File: src/rtl/mem_arb_pkg.sv
// mem_arb_pkg: shared types and constants for unified_mem_arbiter.
//   arb_state_e   : arbiter FSM states (idle, issue, wait, done)
//   owner_e       : which port owns the in-flight transaction
//   DmTypeWord    : DMType code for a full 32-bit word access
//   DefTimeout    : default WAIT-state timeout in cycles
//   DefMaxDStreak : default max consecutive data grants while fetch waits
package mem_arb_pkg;

  typedef enum logic [1:0] {
    StIdle,
    StIssue,
    StWait,
    StDone
  } arb_state_e;

  typedef enum logic {
    OwnIf,
    OwnD
  } owner_e;

  localparam logic [2:0] DmTypeWord = 3'b010;

  localparam int unsigned DefTimeout    = 64;
  localparam int unsigned DefMaxDStreak = 4;

endpackage

File: src/rtl/mem_arb_perf_cnt.sv
// mem_arb_perf_cnt: three 32-bit saturating event counters for the arbiter.
// Ports:
//   clk, rst_n        : clock, asynchronous active-low reset
//   i_inc_conflict    : count one IDLE cycle with both requests present
//   i_inc_if_wait     : count one cycle of fetch stalled
//   i_inc_timeout     : count one timed-out transaction
//   o_perf_*          : counter values, stick at all-ones
module mem_arb_perf_cnt (
  input  logic        clk,
  input  logic        rst_n,
  input  logic        i_inc_conflict,
  input  logic        i_inc_if_wait,
  input  logic        i_inc_timeout,
  output logic [31:0] o_perf_conflict,
  output logic [31:0] o_perf_if_wait,
  output logic [31:0] o_perf_timeout
);

  logic [31:0] r_conflict;
  logic [31:0] r_if_wait;
  logic [31:0] r_timeout;

  always_ff @(posedge clk or negedge rst_n) begin
    if (!rst_n) begin
      r_conflict <= '0;
      r_if_wait  <= '0;
      r_timeout  <= '0;
    end else begin
      if (i_inc_conflict && (r_conflict != '1)) r_conflict <= r_conflict + 32'd1;
      if (i_inc_if_wait && (r_if_wait != '1))   r_if_wait  <= r_if_wait + 32'd1;
      if (i_inc_timeout && (r_timeout != '1))   r_timeout  <= r_timeout + 32'd1;
    end
  end

  assign o_perf_conflict = r_conflict;
  assign o_perf_if_wait  = r_if_wait;
  assign o_perf_timeout  = r_timeout;

endmodule

File: src/rtl/unified_mem_arbiter.sv
// unified_mem_arbiter: shares one single-port memory between the fetch port
// and the MEM-stage data port, one outstanding transaction at a time.
// Optional feature macro: UNIFIED_MEM_ARBITER_PERF_EN adds o_perf_* counters.
// Ports:
//   clk, rst_n                    : clock, asynchronous active-low reset
//   i_if_req/i_if_addr            : fetch request, held until o_if_ready
//   o_if_ready/o_if_rdata         : fetch completion pulse and instruction
//   i_d_req/we/addr/wdata/dmtype  : data request, held until o_d_ready
//   o_d_ready/o_d_rdata           : data completion pulse and load data
//   o_m_req/we/dmtype/addr/wdata  : registered memory command
//   i_m_gnt                       : memory accepted the command
//   i_m_rvalid/i_m_rdata          : memory completion and read data
//   o_err                         : pulse alongside ready of a timed-out access
module unified_mem_arbiter
  import mem_arb_pkg::*;
#(
  parameter int unsigned MAX_DSTREAK = DefMaxDStreak,
  parameter int unsigned TIMEOUT     = DefTimeout
) (
  input  logic        clk,
  input  logic        rst_n,
  input  logic        i_if_req,
  input  logic [31:0] i_if_addr,
  output logic        o_if_ready,
  output logic [31:0] o_if_rdata,
  input  logic        i_d_req,
  input  logic        i_d_we,
  input  logic [31:0] i_d_addr,
  input  logic [31:0] i_d_wdata,
  input  logic [2:0]  i_d_dmtype,
  output logic        o_d_ready,
  output logic [31:0] o_d_rdata,
  output logic        o_m_req,
  output logic        o_m_we,
  output logic [2:0]  o_m_dmtype,
  output logic [31:0] o_m_addr,
  output logic [31:0] o_m_wdata,
  input  logic        i_m_gnt,
  input  logic        i_m_rvalid,
  input  logic [31:0] i_m_rdata,
  output logic        o_err
`ifdef UNIFIED_MEM_ARBITER_PERF_EN
  ,
  output logic [31:0] o_perf_conflict,
  output logic [31:0] o_perf_if_wait,
  output logic [31:0] o_perf_timeout
`endif
);

  localparam logic [3:0] MaxDStreak  = 4'(MAX_DSTREAK);
  localparam logic [7:0] TimeoutLast = 8'(TIMEOUT - 1);

  arb_state_e  r_state;
  arb_state_e  w_next_state;
  owner_e      r_owner;
  logic [3:0]  r_dstreak;
  logic [7:0]  r_wait_cnt;
  logic        r_err;
  logic        r_m_req;
  logic        r_m_we;
  logic [2:0]  r_m_dmtype;
  logic [31:0] r_m_addr;
  logic [31:0] r_m_wdata;
  logic [31:0] r_if_rdata;
  logic [31:0] r_d_rdata;

  logic w_any_req;
  logic w_grant_if;
  logic w_timeout;

  assign w_any_req = i_if_req | i_d_req;
  // Data is older in program order, so it wins unless fetch has been starved.
  assign w_grant_if = i_if_req & (~i_d_req | (r_dstreak == MaxDStreak));
  assign w_timeout  = (r_wait_cnt == TimeoutLast);

  always_ff @(posedge clk or negedge rst_n) begin
    if (!rst_n) r_state <= StIdle;
    else        r_state <= w_next_state;
  end

  always_comb begin
    w_next_state = r_state;
    unique case (r_state)
      StIdle:  if (w_any_req) w_next_state = StIssue;
      StIssue: if (i_m_gnt) w_next_state = StWait;
      StWait:  if (i_m_rvalid || w_timeout) w_next_state = StDone;
      StDone:  w_next_state = StIdle;
      default: w_next_state = StIdle;
    endcase
  end

  always_ff @(posedge clk or negedge rst_n) begin
    if (!rst_n) begin
      r_owner    <= OwnIf;
      r_dstreak  <= '0;
      r_wait_cnt <= '0;
      r_err      <= 1'b0;
      r_m_req    <= 1'b0;
      r_m_we     <= 1'b0;
      r_m_dmtype <= '0;
      r_m_addr   <= '0;
      r_m_wdata  <= '0;
      r_if_rdata <= '0;
      r_d_rdata  <= '0;
    end else begin
      unique case (r_state)
        StIdle: begin
          if (w_any_req) begin
            r_m_req <= 1'b1;
            r_err   <= 1'b0;
            if (w_grant_if) begin
              r_owner    <= OwnIf;
              r_m_we     <= 1'b0;
              r_m_dmtype <= DmTypeWord;
              r_m_addr   <= i_if_addr;
              r_m_wdata  <= '0;
            end else begin
              r_owner    <= OwnD;
              r_m_we     <= i_d_we;
              r_m_dmtype <= i_d_dmtype;
              r_m_addr   <= i_d_addr;
              r_m_wdata  <= i_d_wdata;
            end
            // Streak only grows while a fetch is actually being held off.
            if (w_grant_if || !i_if_req) r_dstreak <= '0;
            else if (r_dstreak != 4'hF)  r_dstreak <= r_dstreak + 4'd1;
          end
        end
        StIssue: begin
          if (i_m_gnt) begin
            r_m_req    <= 1'b0;
            r_wait_cnt <= '0;
          end
        end
        StWait: begin
          if (i_m_rvalid) begin
            if (r_owner == OwnIf) r_if_rdata <= i_m_rdata;
            else                  r_d_rdata  <= i_m_rdata;
          end else if (w_timeout) begin
            r_err <= 1'b1;
            if (r_owner == OwnIf) r_if_rdata <= '0;
            else                  r_d_rdata  <= '0;
          end else begin
            r_wait_cnt <= r_wait_cnt + 8'd1;
          end
        end
        default: ;
      endcase
    end
  end

  assign o_if_ready = (r_state == StDone) && (r_owner == OwnIf);
  assign o_d_ready  = (r_state == StDone) && (r_owner == OwnD);
  assign o_err      = (r_state == StDone) && r_err;
  assign o_if_rdata = r_if_rdata;
  assign o_d_rdata  = r_d_rdata;
  assign o_m_req    = r_m_req;
  assign o_m_we     = r_m_we;
  assign o_m_dmtype = r_m_dmtype;
  assign o_m_addr   = r_m_addr;
  assign o_m_wdata  = r_m_wdata;

`ifdef UNIFIED_MEM_ARBITER_PERF_EN
  logic w_inc_conflict;
  logic w_inc_if_wait;

  assign w_inc_conflict = (r_state == StIdle) & i_if_req & i_d_req;
  assign w_inc_if_wait  = i_if_req & ~o_if_ready;

  mem_arb_perf_cnt u_perf_cnt (
    .clk             (clk),
    .rst_n           (rst_n),
    .i_inc_conflict  (w_inc_conflict),
    .i_inc_if_wait   (w_inc_if_wait),
    .i_inc_timeout   (o_err),
    .o_perf_conflict (o_perf_conflict),
    .o_perf_if_wait  (o_perf_if_wait),
    .o_perf_timeout  (o_perf_timeout)
  );
`endif

endmodule

File: config.mk
export PLATFORM = sky130hd
export DESIGN_NAME = unified_mem_arbiter
export DESIGN_NICKNAME = d
export VERILOG_FILES = /design/src/rtl/mem_arb_pkg.sv /design/src/rtl/mem_arb_perf_cnt.sv /design/src/rtl/unified_mem_arbiter.sv
export SDC_FILE = /design/constraint.sdc
export NUM_CORES = 1
export LEC_CHECK = 0
export BUFFER_PORTS_ARGS = -buffer_cell sky130_fd_sc_hd__clkbuf_2
export CAP_MARGIN = 10
export CORE_MARGIN = 10
export CORE_UTILIZATION = 47
export CTS_CLUSTER_DIAMETER = 100
export DETAILED_ROUTE_END_ITERATION = 8
export PLACE_DENSITY = 0.81
export SETUP_SLACK_MARGIN = 0.1
export SYNTH_ARGS = -nofsm -noshare
export SYNTH_HDL_FRONTEND = slang
export SYNTH_SLANG_ARGS = --single-unit
File: constraint.sdc
create_clock -name clk -period 2.3 [get_ports clk]
set_input_delay 0.23 -clock clk [delete_from_list [all_inputs] [get_ports clk]]
set_output_delay 0.23 -clock clk [all_outputs]
set_load 0.005 [all_outputs]
==> flow_summary_export.csv <==
group,metric,value,unit
die,num_io_pins,274,
critical_path,worst_endpoint_required_time,2590,ps
die,num_rows,41,
sta,finalSetupTns,0,ps
cells_and_area,postLayoutCoreUtil,0.656,
synthesis,post_synth_main_area_contributors,"sky130_fd_sc_hd__dfrtp_1 61%, sky130_fd_sc_hd__nand2_1 9.2%, sky130_fd_sc_hd__a22o_1 9.1%, sky130_fd_sc_hd__o21ai_0 4.1%, sky130_fd_sc_hd__a31oi_1 3.3%",
clock_tree,clock_tree.buffer_depth,2,
placed_design,port_buffers,273,
synthesis,synth-simple-area-share,0.148,
power,cellPowerDensity,1330,nW/um^2
synthesis,primary_ff_master_synth,"sky130_fd_sc_hd__dfrtp_1",
clock_tree,cts.root.buffer_cell,"sky130_fd_sc_hd__clkbuf_16",
die,floorplan_core_area,12700,sq um
critical_path,regToRegStartpoint,"r_state[0]",
synthesis,synth_nets,741,
sta,timing.max_slew.rel_slack,0.312,
detailed_routing,detailedRoute.firstPassIterationCount,5,
placed_design,hpwlAfterDp,14500,um
clock_tree,post_cts.repair.setup_buffers,0,
die,dieArea,18100,sq um
synthesis,ys_seq_elements,149,
clock_tree,clk_transition_reported_paths,70,ps
synthesis,async_reset_ff_frac,1.00,
global_routing,number_of_antenna_violations_at_the_first_check_in_global_routing,0,
cells_and_area,stdcell_area,8350,sq um
clock_tree,insertion_delay,420,ps
synthesis,synth_warnings,0,
die,floorplan.die.height,134,um
cells_and_area,nets,1009,
sta,fin_worst_hold_slack,25.8,ps
hold_path,timing.hold.worst_path_depth,3,
clock_tree,tritoncts,"built",
synthesis,post-synth-top-count-cell,"sky130_fd_sc_hd__nand2_1",
critical_path,setup.reg_to_reg.worst_slack,320,ps
detailed_routing,dr_total_vias,5536,
critical_path,critPathKind,"reg2reg",
sta,hold_violations,0,
critical_path,cp_data_arrival_time,2270,ps
die,initial_core_util,0.483,
synthesis,synth_compound_gate_area_share,0.189,
synthesis,yosysSeqAreaShare,0.606,
global_routing,global_route_wire_length_before_repair,30800,um
detailed_routing,route.detailed.wl_per_inst,18.5,um
global_routing,track_usage,0.213,
power,p_leak,4.34,nW
cells_and_area,final_layout_size_suffix_gt1_frac,0.381,
cells_and_area,stdcell_count,1049,
placed_design,dp_cells,1016,
critical_path,critical_path_peak_fanout,34,
clock_tree,clock-sinks,149,
sta,final_min_period,1980,ps
hold_path,hold_path.startpoint,"i_d_wdata[11]",
detailed_routing,drt_first_iter_violations,350,
synthesis,post_synthesis_cell_type_count,45,
critical_path,worst_setup_path_start_kind,"register",
status,status,"complete, no violations",
job,max_cap_viol_count,0,
cells_and_area,number_of_diodes,0,
hold_path,hold_path_end,"o_m_wdata[11]",
detailed_routing,ant_nets,0,
synthesis,synthAdderAreaFrac,0.0142,
synthesis,muxShareOfSynthArea,0.00712,
hold_path,min_path_type,"in2reg",
die,die_w,134,um
sta,setup_violation_total_in_the_final_timing_report,0,
sta,fmax,504,MHz
synthesis,yosys-top-cells-count,"150 x sky130_fd_sc_hd__nand2_1, 149 x sky130_fd_sc_hd__dfrtp_1, 64 x sky130_fd_sc_hd__a22o_1, 50 x sky130_fd_sc_hd__o21ai_0, 41 x sky130_fd_sc_hd__nor2_1",
synthesis,post_synth_xor_area_fraction,0,
critical_path,rr_worst_depth,5,
cells_and_area,final.fill_count,1048,
power,vdd_drop_max,0.000565,V
placed_design,gpl.final_weighted_congestion,0.832,
synthesis,number_of_flops_mapped_to_enable_cells_by_yosys,0,
sta,unrepaired_setup_endpoints_after_global_routing,"false",
clock_tree,cts-buffers-inserted,17,
critical_path,end_kind,"register",
synthesis,synth_largest_area_cell,"sky130_fd_sc_hd__dfrtp_1",
global_routing,globalRouteOverflowTotal,0,
sta,report.final.slew_viol_count,0,
critical_path,worst_r2r_endpoint,"r_dstreak[2]",
sta,period_share,0.862,
clock_tree,cts-htree-levels,4,
placed_design,placement.cell_area,7750,sq um
synthesis,dominant_combinational_cell_family_by_area_after_synthesis,"compound AO/OA/AOI/OAI gates",
sta,final.setup_skew,8.79,ps
detailed_routing,via_per_inst,5.28,
sta,tightest_slew,1030,ps
synthesis,syn_avg_cell_area,10.3,sq um
global_routing,grt_start_max_net_pins,59,
clock_tree,ctsResizeCount,0,
cells_and_area,syn2layout_area_growth,35.8,%
detailed_routing,postRouteWirelength,19400,um
global_routing,grt_pass1_vias,5681,
synthesis,synthesized_instance_count,596,
detailed_routing,drc,0,
synthesis,yosysTopAreaCellShare,0.606,
synthesis,mappedNetlistArea,6150,sq um
-- sequential cells by signal (all words and copies together) (netlist names), 2 cells and up --
signal      cells
r_dstreak       4
r_state         2
o_m_addr       32
o_d_rdata      32
o_m_dmtype      3
o_if_rdata     32
o_m_wdata      32
r_wait_cnt      8
-- where the power goes --
part           switching, mW  internal [mW]
combinational           2.06           1.87
clock                   1.18           1.53
sequential             0.704           3.78
total                   3.95           7.18
-- stage by stage --
stage | setup WS [ps] | power, mW
final | 317 | 11.1
after global routing | 113 | 11.9
after CTS | 248 | 11.3
after detailed placement | 335 | 8.49
after global placement | 405 | 8.33
after floorplan | 600 | 6.41
-- cells by family after synthesis --
group | after synthesis
AO/OA/AOI/OAI | 167
adder cells (fa/ha/maj) | 7
buffers and inverters | 50
flip-flops | 149
multiplexers | 4
AND/OR/NAND/NOR | 219
-- what timing repair did --
| item | 4_1_cts | 5_1_grt |
|---|---|---|
| hold endpoints to repair | 55 | 0 |
| hold buffers | 1 | 0 |
| setup endpoints to repair | 0 | 0 |
-- per-layer routing --
layer  GRT usage  vias to the layer above  share of wire
li1            -                     2620              -
met5           0                        -              0
met2       0.340                      279           0.47
met3      0.0960                       22           0.12
met4      0.0750                        0          0.015
met1       0.248                     2615           0.40
-- cell type report --
class,count,area [sq um],area share
clock inverter,15,164,0.0196
inverter,10,37.5,0.00449
tap,172,215,0.0258
clock buffer,17,425,0.0509
multi-input combinational,397,2220,0.266
timing repair buffer,289,1560,0.187
sequential,149,3730,0.446
-- cells in the final DEF (no fill, tap or decap), types with 2 or more instances in the layout --
cell type and count:
sky130_fd_sc_hd__a21oi_1 6, sky130_fd_sc_hd__a22o_1 64, sky130_fd_sc_hd__a31oi_1 32, sky130_fd_sc_hd__and2_1 3
sky130_fd_sc_hd__and3_1 2, sky130_fd_sc_hd__buf_12 5, sky130_fd_sc_hd__buf_4 10, sky130_fd_sc_hd__clkbuf_16 17
sky130_fd_sc_hd__clkbuf_2 272, sky130_fd_sc_hd__clkinv_4 6, sky130_fd_sc_hd__dfrtp_1 149, sky130_fd_sc_hd__ha_1 7
sky130_fd_sc_hd__inv_1 9, sky130_fd_sc_hd__inv_6 4, sky130_fd_sc_hd__inv_8 2, sky130_fd_sc_hd__mux2_2 3
sky130_fd_sc_hd__nand2_1 150, sky130_fd_sc_hd__nand3_1 5, sky130_fd_sc_hd__nor2_1 40, sky130_fd_sc_hd__nor3_1 3
sky130_fd_sc_hd__nor4_1 3, sky130_fd_sc_hd__o211ai_1 3, sky130_fd_sc_hd__o21a_1 2, sky130_fd_sc_hd__o21ai_0 49
-- critical path, stage by stage (launching register included) --
cell and delay, ps:
sky130_fd_sc_hd__dfrtp_1 410, sky130_fd_sc_hd__inv_1 90, sky130_fd_sc_hd__ha_1 310, sky130_fd_sc_hd__o21a_4 450, sky130_fd_sc_hd__o21ai_1 260, sky130_fd_sc_hd__o41ai_1 330
-- how the worst max path moves through the flow --
stage | from | endpoint | slack [ps]
floorplan | r_state[1] | r_wait_cnt[3] | 600
detailed placement | r_state[0] | r_dstreak[2] | 340
CTS | r_state[0] | r_dstreak[2] | 250
global route | r_state[0] | r_dstreak[2] | 110
global placement | r_state[0] | r_dstreak[3] | 410
finish | r_state[0] | r_dstreak[2] | 320
Note: power is estimated with default switching activity, not from simulation.
